`config.mk`:
```
export PLATFORM = sky130hd
export DESIGN_NAME = acc_tile_counter
export DESIGN_NICKNAME = d
export VERILOG_FILES = /design/src/rtl/acc_tile_counter.sv
export SDC_FILE = /design/constraint.sdc
export NUM_CORES = 1
export LEC_CHECK = 0
export ABC_AREA = 0
export ABC_CLOCK_PERIOD_IN_PS = 3490
export CAP_MARGIN = 20
export CORE_ASPECT_RATIO = 1.1
export CORE_MARGIN = 1
export CORE_UTILIZATION = 53
export DETAILED_ROUTE_END_ITERATION = 10
export HOLD_SLACK_MARGIN = 0.06
export PLACE_DENSITY = 0.85
export SYNTH_ARGS = -nofsm -noshare
export SYNTH_HDL_FRONTEND = slang
export SYNTH_SLANG_ARGS = --single-unit
export TNS_END_PERCENT = 20
```
`constraint.sdc`:
```
create_clock -name clk -period 3.49 [get_ports clk]
set_input_delay 0.698 -clock clk [delete_from_list [all_inputs] [get_ports clk]]
set_output_delay 0.698 -clock clk [all_outputs]
set_load 0.05 [all_outputs]
```
`src/rtl/acc_tile_counter.sv`:
```
// Psum row/tile counter for one layer: counts psum beats per tile, then drains
// PE_SIZE ofmap beats over a valid/ready handshake and pulses the psum FIFO reset.
module acc_tile_counter #(
  parameter int PE_SIZE      = 14,
  parameter int MAX_ROW_NUM  = 1024,
  parameter int MAX_TILE_NUM = 64,
  parameter int ROW_W        = $clog2(MAX_ROW_NUM + 1),
  parameter int TILE_W       = $clog2(MAX_TILE_NUM + 1),
  parameter int IDX_W        = $clog2(PE_SIZE)
) (
  input  logic              clk,
  input  logic              rst,
  input  logic              start_i,
  input  logic              abort_i,
  input  logic [ROW_W-1:0]  cfg_row_num_i,
  input  logic [TILE_W-1:0] cfg_tile_num_i,
  input  logic              psum_en_i,
  input  logic              ofmap_ready_i,
  output logic              busy_o,
  output logic [ROW_W-1:0]  row_cnt_o,
  output logic [TILE_W-1:0] tile_cnt_o,
  output logic              tile_done_o,
  output logic              ofmap_valid_o,
  output logic [IDX_W-1:0]  ofmap_idx_o,
  output logic              fifo_rst_n_o,
  output logic              done_o,
  output logic              psum_err_o,
  output logic              cfg_err_o
);

  typedef enum logic [1:0] {IDLE, ACCUM, DRAIN, FLUSH} state_t;

  state_t            state;
  logic [ROW_W-1:0]  row_num;
  logic [TILE_W-1:0] tile_num;
  logic              aborted;

  logic cfg_ok, last_row, last_tile, last_beat;

  assign cfg_ok    = (cfg_row_num_i  != '0) && (cfg_row_num_i  <= ROW_W'(MAX_ROW_NUM)) &&
                     (cfg_tile_num_i != '0) && (cfg_tile_num_i <= TILE_W'(MAX_TILE_NUM));
  assign last_row  = (row_cnt_o  == row_num  - ROW_W'(1));
  assign last_tile = (tile_cnt_o == tile_num - TILE_W'(1));
  assign last_beat = (ofmap_idx_o == IDX_W'(PE_SIZE - 1));

  // NOTE: all state and outputs are registers written with <= so every read
  // below sees the pre-edge value, independent of statement order.
  always_ff @(posedge clk) begin
    if (rst) begin
      state         <= IDLE;
      row_num       <= '0;
      tile_num      <= '0;
      aborted       <= 1'b0;
      busy_o        <= 1'b0;
      row_cnt_o     <= '0;
      tile_cnt_o    <= '0;
      tile_done_o   <= 1'b0;
      ofmap_valid_o <= 1'b0;
      ofmap_idx_o   <= '0;
      fifo_rst_n_o  <= 1'b1;
      done_o        <= 1'b0;
      psum_err_o    <= 1'b0;
      cfg_err_o     <= 1'b0;
    end else begin
      // NOTE: pulse outputs get a default first so each branch only asserts them.
      tile_done_o  <= 1'b0;
      done_o       <= 1'b0;
      cfg_err_o    <= 1'b0;
      fifo_rst_n_o <= 1'b1;

      if (psum_en_i && state != ACCUM) psum_err_o <= 1'b1;

      case (state)
        IDLE: begin
          if (start_i) begin
            if (cfg_ok) begin
              row_num     <= cfg_row_num_i;
              tile_num    <= cfg_tile_num_i;
              row_cnt_o   <= '0;
              tile_cnt_o  <= '0;
              ofmap_idx_o <= '0;
              aborted     <= 1'b0;
              psum_err_o  <= 1'b0;
              busy_o      <= 1'b1;
              state       <= ACCUM;
            end else begin
              cfg_err_o <= 1'b1;
            end
          end
        end

        ACCUM: begin
          if (abort_i) begin
            aborted      <= 1'b1;
            fifo_rst_n_o <= 1'b0;
            state        <= FLUSH;
          end else if (psum_en_i) begin
            if (last_row) begin
              row_cnt_o   <= '0;
              tile_cnt_o  <= tile_cnt_o + TILE_W'(1);
              tile_done_o <= 1'b1;
              if (last_tile) begin
                ofmap_valid_o <= 1'b1;
                state         <= DRAIN;
              end
            end else begin
              row_cnt_o <= row_cnt_o + ROW_W'(1);
            end
          end
        end

        DRAIN: begin
          if (abort_i) begin
            aborted       <= 1'b1;
            ofmap_valid_o <= 1'b0;
            fifo_rst_n_o  <= 1'b0;
            state         <= FLUSH;
          end else if (ofmap_ready_i) begin
            if (last_beat) begin
              ofmap_valid_o <= 1'b0;
              fifo_rst_n_o  <= 1'b0;
              state         <= FLUSH;
            end else begin
              ofmap_idx_o <= ofmap_idx_o + IDX_W'(1);
            end
          end
        end

        FLUSH: begin
          busy_o <= 1'b0;
          done_o <= !aborted;
          state  <= IDLE;
        end

        default: state <= IDLE;
      endcase
    end
  end

endmodule

```
==> impl_metrics.env <==
export IMPL_synthAdderAreaFrac_pct=4.28
export IMPL_switching_share_pct=33.2
export IMPL_cpPeakStageDelay_ns=0.55
export IMPL_ant_nets=0
export IMPL_area_growth_pct=23.4
export IMPL_synthMuxAreaShare_pct=7.23
export IMPL_grt_usage_pct=24.3
export IMPL_relSlewSlack_pct=65.6
export IMPL_synth_compound_area_share_pct=14.2
export IMPL_cellPowerDensity_nw_per_um2=377
export IMPL_status="finished, final reports clean"
export IMPL_maxSlewViolCount=0
export IMPL_cp_max_fo=6
export IMPL_drt_wl_total_microns=6710
export IMPL_fin_area_sq_um=3610
export IMPL_via_count=2706
export IMPL_finalPower_mw=1.36
export IMPL_synth_edf_count=0
export IMPL_ys_seq_area_share_pct=34.2
export IMPL_max_freq_ghz=0.337
export IMPL_grt_pass1_vias=2527
export IMPL_cp_data_required_time_ns=3.72
export IMPL_cp_top_family="simple AND/OR/NAND/NOR gates"
export IMPL_combPwrFrac_pct=30.3
export IMPL_drt_pass1_iter_count=4
export IMPL_syn_inst=348
export IMPL_arrival_ns=3.20
export IMPL_synth_seq_cells=50
export IMPL_root_buffer="clkbuf_8"
export IMPL_skew_ns=0.00616
export IMPL_grt_max_degree=18
export IMPL_antenna_cells=0
export IMPL_wl_per_cell_microns=14.1
export IMPL_clk_latency_ns=0.29
export IMPL_cp_cell_sequence="clkdlybuf4s50_1 > or4_1 > o31ai_1 > a31o_2 > and3_1 > nand2_1 > or4_1 > a21oi_1"
export IMPL_h_tree_depth=2
export IMPL_rsz0062_at_grt="false"
export IMPL_crit_top_cell="or4_1"
export IMPL_tritoncts="built"
export IMPL_leakage_nw=1.27
export IMPL_core_sq_um=5360
export IMPL_synthArstFlopShare_pct=0
export IMPL_grt_overflow_total=0
export IMPL_switchingPower_mw=0.452
export IMPL_dp_cells=470
export IMPL_synth_top_area_share_pct=34.2
export IMPL_cts_setup_buffers=0
export IMPL_yosys_area_share_simple_pct=27.0
export IMPL_tns_ns=0
export IMPL_dp_hpwl_microns=5170
export IMPL_rows=28
export IMPL_grt_pass1_wl_microns=11200
export IMPL_numPortBuffers=52
export IMPL_crit_path_start_kind="input port"
export IMPL_holdBufCountCts=0
export IMPL_tightestPinTransition_ns=0.511
export IMPL_start_util_pct=54.6
export IMPL_ctsResizeCount=0
export IMPL_synth_top_family_by_area="simple AND/OR/NAND/NOR gates"
export IMPL_synth_area_top_cells="dfxtp_1 34%, mux2i_1 6.8%, nor2_1 6.0%, xnor2_1 4.8%, ha_1 4.3%"
export IMPL_drive_gt1_share_pct=4.48
export IMPL_setup_viol_count_final=0
export IMPL_cpMaxStageDelayCell="or4_1"
export IMPL_path_class="in -> reg"
export IMPL_vdd_drop_max_v=0.000255
export IMPL_post_route_drc_count=0
export IMPL_cts_path_max_buffers=2
export IMPL_critPathBufInv=1
export IMPL_yosys_warnings=0
export IMPL_internal_power_mw=0.909
export IMPL_cts_buffers=5
export IMPL_final_hold_violation_count=0
export IMPL_die_x_microns=72.8
export IMPL_die_area_sq_um=5820
export IMPL_layout_min_cycle_time_ns=2.97
export IMPL_clk_pin_slew_worst_paths_ns=0.08
export IMPL_clkSinkCount=50
export IMPL_vias_per_cell=5.67
export IMPL_io_pins=53
export IMPL_drv_cap=0
export IMPL_syn_area_sq_um=2930
export IMPL_antenna_found_initial=0
export IMPL_yosys_area_top_type="dfxtp_1"
export IMPL_place_congestion=0.857
export IMPL_hold_slack_ns=0.441
export IMPL_final_common_cell="clkdlybuf4s50_1"
export IMPL_final_period_utilization_pct=85.1
export IMPL_hp_class="reg -> reg"
export IMPL_yosys_cell_types_count=55
export IMPL_syn_mean_instance_area_sq_um=8.41
export IMPL_dpl_instance_area_sq_um=3530
export IMPL_fin_nets=436
export IMPL_synth_xor_area_share_pct=8.90
export IMPL_p_clk_share_pct=23.0
export IMPL_mostFrequentLayoutCells="52 x clkdlybuf4s50_1, 50 x dfxtp_1, 46 x nor2_1"
export IMPL_endpoint_kind="register"
export IMPL_die_h_microns=79.9
export IMPL_power_frac_seq_pct=46.7
export IMPL_fin_cells=477
export IMPL_drt_initial_drc_count=202
export IMPL_synth_main_ff_cell="dfxtp_1"
export IMPL_syn_num_nets=382
worst paths after layout:
| check | start | endpoint | slack [ns] | depth (start not counted) |
|---|---|---|---|---|
| max | cfg_tile_num_i[0] | tile_cnt_o[6] | 0.52 | 8 |
| min | aborted | done_o | 0.44 | 1 |
| max reg2reg | row_num[0] | tile_cnt_o[4] | 0.67 | 9 |
| min reg2reg | aborted | done_o | 0.44 | 1 |
synthesized netlist by cell type (all sizes together), types with 2 or more instances:
cell type / instances
a211o: 2
a211oi: 3
a21o: 4
a21oi: 14
and2: 5
and3: 4
and4: 3
buf: 5
clkbuf: 6
dfxtp: 50
ha: 10
inv: 18
mux2i: 20
nand2: 18
nand2b: 8
nand3: 11
nand4: 5
nor2: 47
nor2b: 4
nor3: 16
nor3b: 4
nor4: 6
o211ai: 5
o21a: 2
o21ai: 11
o31a: 2
o31ai: 5
or2: 3
or3: 6
or4: 6
xnor2: 16
xor2: 11
power by group through the flow:
stage / Clock [mW] / Sequential [mW] / Combinational, mW
floorplan: 0 / 0.684 / 0.251
global placement: 0 / 0.647 / 0.397
detailed placement: 0 / 0.648 / 0.407
CTS: 0.321 / 0.635 / 0.410
global route: 0.349 / 0.640 / 0.455
finish: 0.313 / 0.636 / 0.412
layer usage:
metal  wire [microns]  share of wire, %  GRT usage [%]  vias to the layer above
met2             3420                51           44.3                       70
met3              273               4.1           3.91                        6
met4               59              0.88           6.67                        0
li1                 -                 -              -                     1350
met5                0                 0              0                        -
met1             2960                44           29.2                     1280
final cells by class:
class / count / area (sq um)
multi-input combinational: 269 / 1810
tap: 75 / 93.8
timing repair buffer: 58 / 566
clock buffer: 7 / 76.3
fill: 454 / 1750
inverter: 18 / 67.6
sequential: 50 / 1000
sequential cells by signal, indices dropped and copies added, names as in the netlist, 2 cells and up:
| name | count |
|---|---|
| row_cnt_o | 11 |
| state | 2 |
| tile_cnt_o | 7 |
| row_num | 11 |
| tile_num | 7 |
| ofmap_idx_o | 4 |
kinds of logic after synthesis:
group	count (synthesis)
compound gates	60
xor+xnor	28
fa+ha+maj	10
buf+inv	29
flops	50
mux	21
simple gates	150
metrics by stage:
stage                     setup slack [ns]  util, %
after floorplan                      0.655        -
after global placement               0.294     65.9
after detailed placement             0.230     65.9
after CTS                            0.522     67.3
after global routing                 0.374     67.3
final                                0.519     67.3
No activity file was read; power rests on OpenSTA's default activity.
